==> src/rtl/writeback_pkg.sv <==
// rtl/writeback_pkg.sv - shared encodings, cause codes and FSM state type for the writeback stage
package writeback_pkg;

    // rd write-back source select
    localparam logic [1:0] WS_ALU     = 2'd0;
    localparam logic [1:0] WS_LOAD    = 2'd1;
    localparam logic [1:0] WS_CSR     = 2'd2;
    localparam logic [1:0] WS_NEXT_PC = 2'd3;

    // synchronous exception cause codes (mcause, interrupt bit clear)
    localparam logic [3:0] CAUSE_FETCH_MISALIGNED = 4'd0;
    localparam logic [3:0] CAUSE_ILLEGAL_INSTR    = 4'd2;
    localparam logic [3:0] CAUSE_BREAKPOINT       = 4'd3;
    localparam logic [3:0] CAUSE_LOAD_MISALIGNED  = 4'd4;
    localparam logic [3:0] CAUSE_STORE_MISALIGNED = 4'd6;
    localparam logic [3:0] CAUSE_ECALL_M          = 4'd11;

    typedef enum logic {
        ST_RUN  = 1'b0,
        ST_WAIT = 1'b1
    } wb_state_t;

    // rd value mux shared by the stage and anything that wants to predict it
    function automatic logic [31:0] select_rd_data(
        input logic [1:0]  sel,
        input logic [31:0] alu,
        input logic [31:0] load,
        input logic [31:0] csr,
        input logic [31:0] npc
    );
        logic [31:0] result;
        unique case (sel)
            WS_ALU:     result = alu;
            WS_LOAD:    result = load;
            WS_CSR:     result = csr;
            default:    result = npc;
        endcase
        return result;
    endfunction

endpackage

==> src/rtl/writeback_counters.sv <==
// rtl/writeback_counters.sv - 64-bit cycle and retired-instruction counters (used with WRITEBACK_COUNTERS_EN)
module writeback_counters (
    input  logic        clk,
    input  logic        reset,
    input  logic        retired,
    output logic [63:0] cycle_count,
    output logic [63:0] instret_count
);

    // free-running cycle counter and retire counter, both wrap naturally
    always_ff @(posedge clk or posedge reset) begin
        if (reset) begin
            cycle_count   <= 64'd0;
            instret_count <= 64'd0;
        end else begin
            cycle_count <= cycle_count + 64'd1;
            if (retired) begin
                instret_count <= instret_count + 64'd1;
            end
        end
    end

endmodule

==> src/rtl/writeback.sv <==
// rtl/writeback.sv - retire stage: rd/CSR write ports, trap/mret/wfi redirect; optional counters via WRITEBACK_COUNTERS_EN
module writeback
    import writeback_pkg::*;
#(
    parameter logic [31:0] RESET_VECTOR = 32'h0000_0000
) (
    input  logic        clk,
    input  logic        reset,
    input  logic [31:0] pc_in,
    input  logic [31:0] next_pc_in,
    input  logic [31:0] alu_data_in,
    input  logic [31:0] csr_data_in,
    input  logic [31:0] load_data_in,
    input  logic [1:0]  write_select_in,
    input  logic [4:0]  rd_address_in,
    input  logic [11:0] csr_address_in,
    input  logic        csr_write_in,
    input  logic        mret_in,
    input  logic        wfi_in,
    input  logic        valid_in,
    input  logic        exception_in,
    input  logic [3:0]  ecause_in,
    input  logic        interrupt_pending,
    input  logic        interrupt_enable,
    input  logic [3:0]  interrupt_cause,
    input  logic [31:0] mtvec,
    input  logic [31:0] mepc,
    output logic        reg_write,
    output logic [4:0]  reg_address,
    output logic [31:0] reg_data,
    output logic        csr_write,
    output logic [11:0] csr_address,
    output logic [31:0] csr_data,
    output logic        trap,
    output logic [31:0] trap_cause,
    output logic [31:0] trap_pc,
    output logic        mret_taken,
    output logic        redirect,
    output logic [31:0] redirect_address,
    output logic        flush,
    output logic        stall_request,
    output logic        retired
`ifdef WRITEBACK_COUNTERS_EN
    ,
    output logic [63:0] cycle_count,
    output logic [63:0] instret_count
`endif
);

    wb_state_t   state;
    wb_state_t   next_state;
    logic [31:0] wake_pc;
    logic        wfi_enter;
    logic [31:0] mtvec_base;

    assign mtvec_base = {mtvec[31:2], 2'b00};

    // retire / trap resolution; everything here is zero-latency from the inputs and state
    always_comb begin
        reg_write        = 1'b0;
        reg_address      = 5'd0;
        reg_data         = 32'd0;
        csr_write        = 1'b0;
        csr_address      = 12'd0;
        csr_data         = 32'd0;
        trap             = 1'b0;
        trap_cause       = 32'd0;
        trap_pc          = 32'd0;
        mret_taken       = 1'b0;
        redirect         = 1'b0;
        redirect_address = 32'd0;
        flush            = 1'b0;
        stall_request    = 1'b0;
        retired          = 1'b0;
        next_state       = state;
        wfi_enter        = 1'b0;

        if (reset) begin
            redirect_address = RESET_VECTOR;
            next_state       = ST_RUN;
        end else begin
            case (state)
                ST_RUN: begin
                    if (valid_in) begin
                        if (exception_in) begin
                            trap             = 1'b1;
                            trap_cause       = {28'd0, ecause_in};
                            trap_pc          = pc_in;
                            redirect         = 1'b1;
                            redirect_address = mtvec_base;
                            flush            = 1'b1;
                        end else if (interrupt_pending && interrupt_enable) begin
                            // interrupt is taken in front of this instruction, which does not retire
                            trap             = 1'b1;
                            trap_cause       = {1'b1, 27'd0, interrupt_cause};
                            trap_pc          = pc_in;
                            redirect         = 1'b1;
                            redirect_address = mtvec_base;
                            flush            = 1'b1;
                        end else begin
                            retired     = 1'b1;
                            reg_write   = (rd_address_in != 5'd0);
                            reg_address = rd_address_in;
                            reg_data    = select_rd_data(write_select_in, alu_data_in,
                                                         load_data_in, csr_data_in, next_pc_in);
                            csr_write   = csr_write_in;
                            csr_address = csr_address_in;
                            csr_data    = alu_data_in;
                            if (mret_in) begin
                                mret_taken       = 1'b1;
                                redirect         = 1'b1;
                                redirect_address = mepc;
                                flush            = 1'b1;
                            end else if (wfi_in) begin
                                flush      = 1'b1;
                                next_state = ST_WAIT;
                                wfi_enter  = 1'b1;
                            end
                        end
                    end
                end
                ST_WAIT: begin
                    stall_request = 1'b1;
                    if (interrupt_pending) begin
                        next_state = ST_RUN;
                        flush      = 1'b1;
                        redirect   = 1'b1;
                        if (interrupt_enable) begin
                            trap             = 1'b1;
                            trap_cause       = {1'b1, 27'd0, interrupt_cause};
                            trap_pc          = wake_pc;
                            redirect_address = mtvec_base;
                        end else begin
                            redirect_address = wake_pc;
                        end
                    end
                end
                default: begin
                    next_state = ST_RUN;
                end
            endcase
        end
    end

    // run/wait state and the resume address captured when a wfi retires
    always_ff @(posedge clk or posedge reset) begin
        if (reset) begin
            state   <= ST_RUN;
            wake_pc <= 32'd0;
        end else begin
            state <= next_state;
            if (wfi_enter) begin
                wake_pc <= next_pc_in;
            end
        end
    end

`ifdef WRITEBACK_COUNTERS_EN
    writeback_counters u_counters (
        .clk           (clk),
        .reset         (reset),
        .retired       (retired),
        .cycle_count   (cycle_count),
        .instret_count (instret_count)
    );
`endif

endmodule
==> config.mk <==
export PLATFORM = sky130hd
export DESIGN_NAME = writeback
export DESIGN_NICKNAME = d
export VERILOG_FILES = /design/src/rtl/writeback_pkg.sv /design/src/rtl/writeback_counters.sv /design/src/rtl/writeback.sv
export SDC_FILE = /design/constraint.sdc
export NUM_CORES = 1
export LEC_CHECK = 0
export ABC_AREA = 1
export ABC_CLOCK_PERIOD_IN_PS = 5210
export CELL_PAD_IN_SITES_DETAIL_PLACEMENT = 1
export CELL_PAD_IN_SITES_GLOBAL_PLACEMENT = 1
export CORE_AREA = 2 2 174 176
export DETAILED_ROUTE_END_ITERATION = 7
export DIE_AREA = 0 0 176 178
export GPL_TIMING_DRIVEN = 0
export PLACE_DENSITY_LB_ADDON = 0.1
export SLEW_MARGIN = 20
export SYNTH_ARGS = -nofsm -noshare
export SYNTH_HDL_FRONTEND = slang
export SYNTH_SLANG_ARGS = --single-unit
==> constraint.sdc <==
create_clock -name clk -period 5.21 [get_ports clk]
set_input_delay 0.7815 -clock clk [delete_from_list [all_inputs] [get_ports clk]]
set_output_delay 0.7815 -clock clk [all_outputs]
set_load 0.02 [all_outputs]
==> impl_metrics.toml, run 1 <==
[drt]
drtPass1Iterations = 4
detail-route-antenna-nets = 0
drt_wl_total_um = 32900
viasPerCell = 4.33
drt_iter0_drc = 259
drcViolationCount = 0
vias = 7672
wl_per_cell_um = 18.6

[clock_network]
cts_setup_buffers = 0
ctsResizeCount = 0
clock-sinks = 33
htree_levels = 2
clk_latency_ps = 280
cts_tree = "yes"
cts_buffer_depth = 2
cts_buffers = 5
clk_pin_slew_ps = 50
cts_root_buf = "clkbuf_16"
cts_hold_buf = 0

[logic_synthesis]
syn_area_mm2 = 0.00513
synthTopCellsByArea = "dfrtp_1 (16%), nand2_1 (16%), nand3_1 (13%)"
synthCells = 932
ys_types = 29
yosysTopAreaCellShare_pct = 16.1
yosysTopAreaCell = "dfrtp_1"
ys_warn_count = 0
synth-seq-area-share_pct = 16.1
ys_seq_elements = 33
syn-mean-instance-area_um2 = 5.50

[global_routing]
grt_pass1_vias = 8154
grt_first_pass_wirelength_um = 48700
track_usage_pct = 20.3
antenna_found_initial = 3
overflow = 0
grt_max_degree = 25

[placement]
io_buffers = 411
place.gp.congestion = 0.796
place_hpwl_um = 28700
post_dp_cell_area_mm2 = 0.00985

[critical_path]
crit_fanout = 10
end_kind = "output port"
ff2ff_setup_slack_ps = 3740
required_ps = 4430
cp.arrival_ps = 3030
critPathKind = "in -> out"
start_kind = "input pin"

[timing]
hold_viol_final = 0
period_share_pct = 73.2
slew_headroom_pct = 61.4
tightest_slew_ps = 579
setup_viol = 0
fin_crit_ps = 3820
finClkSkew_ps = 3.88
rsz0062_at_grt = "false"
setup_total_negative_slack_ps = 0
maxSlewViolCount = 0
fmax_mhz = 262

[finish]
syn_to_final_growth_pct = 94.9
layout.nets = 1637
drive_gt1_share_pct = 8.85
design_area_mm2 = 0.00999
layout_commonest_cell = "clkdlybuf4s50_1"
final_cell_mix = "clkdlybuf4s50_1 (411), nand2_1 (218), nand3_1 (130)"

[flow_run]
max_cap_viol_count = 0

[power_and_ir_drop]
peakVddDrop_uv = 98.1
p_leak_nw = 4.41
p_per_area_mw_per_mm2 = 137

[die]
num_rows = 63
core-area_mm2 = 0.0294
die_w_um = 176
die_h_um = 178
die_area_mm2 = 0.0313
initial_core_util_pct = 17.4
ioPinCount = 445

[outcome]
status = "complete, no violations"

[hold_path]
min_path_type = "reg -> reg"
-- where the power goes --
part	switching, mW	total, mW	leakage [nW]	internal, mW
Sequential	0.0704	0.382	0.423	0.312
Combinational	0.346	0.700	3.91	0.354
Clock	0.113	0.289	0.0706	0.176
-- per-stage QoR --
| step | util (%) | worst slack (ps) | instances | hold WS [ps] | power, mW |
|---|---|---|---|---|---|
| 2_1_floorplan | - | 1660 | 958 | 459 | 0.677 |
| 3_3_place_gp | 33.4 | 661 | 1759 | 489 | 1.08 |
| 3_5_place_dp | 33.5 | 1370 | 1760 | 502 | 1.09 |
| 4_1_cts | 34.0 | 1370 | 1768 | 517 | 1.39 |
| 5_1_grt | 34.0 | 1240 | 1769 | 548 | 1.47 |
| 6_report | 34.0 | 1390 | 1770 | 509 | 1.37 |
-- area by class of cell --
class	count	area, um2
clock buffer	6	129
clock inverter	2	10.0
tap	390	488
fill	3764	19400
timing repair buffer	412	4130
multi-input combinational	721	3420
inverter	95	357
buffer	109	618
antenna	2	5.00
sequential	33	826
-- cell families (layout without fill, tap and decap cells) --
| logic type | Yosys count | count (layout) | synth area share [%] |
|---|---|---|---|
| buffers and inverters | 204 | 624 | 19.0 |
| and+or+nand+nor | 521 | 521 | 45.5 |
| AOI/OAI and AO/OA | 173 | 173 | 19.3 |
| other | 1 | 29 | 0.0732 |
| DFF | 33 | 33 | 16.1 |
-- cells in the mapped netlist --
cell and number:
a21boi_0 11, a21boi_1 6, a21oi_1 39, and3_1 25, buf_1 4, buf_2 42
buf_4 31, buf_6 5, clkbuf_1 25, clkbuf_2 2, conb_1 1, dfrtp_1 33
inv_1 91, inv_2 4, nand2_1 218, nand2_2 3, nand2_4 1, nand3_1 130
nand4_1 2, nor2_1 91, nor2_2 1, nor2_4 1, nor2_8 1, nor3_1 28
nor3_2 5, o211ai_1 30, o21ai_0 85, o21ai_2 2, or2_2 15
-- metal layers --
metal / track usage (%) / vias up / share of wire (%)
li1: - / 3866 / -
met1: 23.9 / 3520 / 41
met2: 38.8 / 271 / 52
met3: 4.05 / 11 / 6.5
met4: 2.55 / 4 / 0.60
met5: 0 / - / 0.082
-- final timing paths --
| check | from | to | depth (start not counted) |
|---|---|---|---|
| max | valid_in | reg_data[11] | 9 |
| min | wake_pc[0] | wake_pc[0] | 2 |
| max reg2reg | state | wake_pc[23] | 8 |
| min reg2reg | wake_pc[0] | wake_pc[0] | 2 |
| max in group asynchronous | reset | wake_pc[7] | 3 |
| min in group asynchronous | reset | wake_pc[22] | 2 |
-- worst max-delay path, cell delays in order --
cell and delay [ps]:
clkdlybuf4s50_1 550, inv_2 70, nor2_4 130, nand2_2 100
nor2_8 160, clkbuf_2 240, o21ai_0 220, nor2_1 140
clkdlybuf4s50_1 620
-- flip-flops by register name, summed over array words and instances (netlist names) --
| signal | count |
|---|---|
| state | 1 |
| wake_pc | 32 |
Note: power is estimated with default switching activity, not from simulation.
==> inputs of run 2 (changes only) <==
--- a/config.mk
+++ b/config.mk
@@ -6,12 +6,12 @@
 export NUM_CORES = 1
 export LEC_CHECK = 0
 export ABC_AREA = 1
-export ABC_CLOCK_PERIOD_IN_PS = 5210
+export ABC_CLOCK_PERIOD_IN_PS = 4000
 export CELL_PAD_IN_SITES_DETAIL_PLACEMENT = 1
 export CELL_PAD_IN_SITES_GLOBAL_PLACEMENT = 1
-export CORE_AREA = 2 2 174 176
+export CORE_AREA = 2 2 173 175
 export DETAILED_ROUTE_END_ITERATION = 7
-export DIE_AREA = 0 0 176 178
+export DIE_AREA = 0 0 175 177
 export GPL_TIMING_DRIVEN = 0
 export PLACE_DENSITY_LB_ADDON = 0.1
 export SLEW_MARGIN = 20
==> constraint.sdc (replaced) <==
create_clock -name clk -period 4 [get_ports clk]
set_input_delay 0.6 -clock clk [delete_from_list [all_inputs] [get_ports clk]]
set_output_delay 0.6 -clock clk [all_outputs]
set_load 0.02 [all_outputs]
==> impl_metrics.toml, run 2 (same netlist as run 1, synthesis figures left out) <==
[outcome]
status = "complete, no violations"

[die]
num_rows = 63
core-area_mm2 = 0.0292
initial_core_util_pct = 17.5
die_h_um = 177
die_w_um = 175
die_area_mm2 = 0.0310
ioPinCount = 445

[timing]
hold_viol_final = 0
fmax_mhz = 288
fin_crit_ps = 3470
finalWorstSetupSlack_ps = 532
finClkSkew_ps = 5.81
maxSlewViolCount = 0
period_share_pct = 86.7
setup_total_negative_slack_ps = 0
setup_viol = 0
tightest_slew_ps = 616
rsz0062_at_grt = "false"
slew_headroom_pct = 58.9

[power_and_ir_drop]
p_seq_share_pct = 28.0
switching_share_pct = 38.1
peakVddDrop_uv = 156
p_per_area_mw_per_mm2 = 177
p_sw_mw = 0.675
p_leak_nw = 4.41
internal_power_mw = 1.10
p_clk_share_pct = 20.6
combPwrFrac_pct = 51.4

[finish]
reg_top3 = "wake_pc (32), state (1)"
largest_register_ff_count = 32
fin_util_pct = 34.2
regMostFlops = "wake_pc"
layout_commonest_cell = "clkdlybuf4s50_1"
layout.nets = 1637
final_cell_mix = "clkdlybuf4s50_1 (411), nand2_1 (218), nand3_1 (130)"
instances_no_fill = 1769
design_area_mm2 = 0.00999
n_fill_cell = 3710
drive_gt1_share_pct = 8.85
syn_to_final_growth_pct = 94.8

[global_routing]
grt_pass1_vias = 8265
antenna_found_initial = 4
track_usage_pct = 20.5
grt_first_pass_wirelength_um = 48900
overflow = 0
grt_max_degree = 26

[placement]
io_buffers = 411
place_hpwl_um = 28800
place_ws_ps = 459
placed_cells = 1760
place.gp.congestion = 0.814
post_dp_cell_area_mm2 = 0.00985

[critical_path]
end_kind = "output port"
path_buf_inv = 4
crit_fanout = 10
cp_common_cell = "clkdlybuf4s50_1"
start_kind = "input pin"
cp_slowest_stage_delay_ps = 660
required_ps = 3400
slowest_stage = "clkdlybuf4s50_1"
crit_chain = "clkdlybuf4s50_1 > buf_2 > clkbuf_1 > o21ai_0 > and3_1 > nor2_1 > clkdlybuf4s50_1"
cp.arrival_ps = 2870
critPathKind = "in -> out"
path_delay_family = "buffers and inverters"

[drt]
drcViolationCount = 0
detail-route-antenna-nets = 0
drt_wl_total_um = 32700
drt_iter0_drc = 268
vias = 7637
wl_per_cell_um = 18.5
drtPass1Iterations = 4
viasPerCell = 4.32

[clock_network]
cts_hold_buf = 0
ctsResizeCount = 0
cts_root_buf = "clkbuf_16"
clock-sinks = 33
cts_buffers = 5
cts_tree = "yes"
cts_setup_buffers = 0
cts_buffer_depth = 2
htree_levels = 2
clk_latency_ps = 270
clk_pin_slew_ps = 50

[hold_path]
min_path_type = "in -> async"

[flow_run]
max_cap_viol_count = 0
run 2: cell types whose count changed in the layout (fill, tap and decap cells not counted), sizes merged:
cell / change
diode: -1
run 2: cell type report:
cell class | instances | area (um2) | area share [%]
Timing Repair Buffer | 412 | 4130 | 41.4
Multi-Input combinational cell | 721 | 3420 | 34.3
Inverter | 95 | 357 | 3.57
Clock inverter | 2 | 10.0 | 0.100
Buffer | 109 | 618 | 6.19
Antenna cell | 1 | 2.50 | 0.0251
Sequential cell | 33 | 826 | 8.27
Tap cell | 390 | 488 | 4.89
Clock buffer | 6 | 129 | 1.29
run 2: power by group through the flow:
stage | combinational, mW | sequential (mW) | clock (mW)
global placement | 0.909 | 0.499 | 0
global route | 1.01 | 0.506 | 0.392
CTS | 0.924 | 0.494 | 0.380
detailed placement | 0.919 | 0.499 | 0
finish | 0.910 | 0.495 | 0.365
floorplan | 0.430 | 0.451 | 0
run 2: path summary, 6_finish.rpt:
kind / from / endpoint / slack, ps / cells past startpoint
max: write_select_in[0] / reg_data[21] / 530 / 7
min: reset / wake_pc[22] / 390 / 2
max reg2reg: state / wake_pc[23] / 2550 / 8
min reg2reg: wake_pc[22] / wake_pc[22] / 510 / 2
max in group asynchronous: reset / wake_pc[31] / 3180 / 3
min in group clk: wake_pc[22] / wake_pc[22] / 510 / 2
run 2: stage by stage:
stage	power (mW)	hold WS (ps)
finish	1.77	389
global route	1.90	402
CTS	1.80	392
detailed placement	1.42	496
global placement	1.41	495
floorplan	0.881	459
run 2: layer usage:
layer / wire, um / track usage, % / up-vias / part of all wire, %
li1: - / - / 3871 / -
met1: 13400 / 23.7 / 3468 / 41
met2: 16800 / 38.7 / 270 / 51
met3: 2150 / 4.60 / 22 / 6.6
met4: 349 / 3.44 / 6 / 1.1
met5: 39 / 0 / - / 0.12
==> inputs of run 3 (changes only) <==
--- a/config.mk
+++ b/config.mk
@@ -7,6 +7,7 @@
 export LEC_CHECK = 0
 export ABC_AREA = 1
 export ABC_CLOCK_PERIOD_IN_PS = 4000
+export CAP_MARGIN = 40
 export CELL_PAD_IN_SITES_DETAIL_PLACEMENT = 1
 export CELL_PAD_IN_SITES_GLOBAL_PLACEMENT = 1
 export CORE_AREA = 2 2 173 175
==> results of run 3 <==
No change in the layout: final DEF, timing and power equal those of run 2.
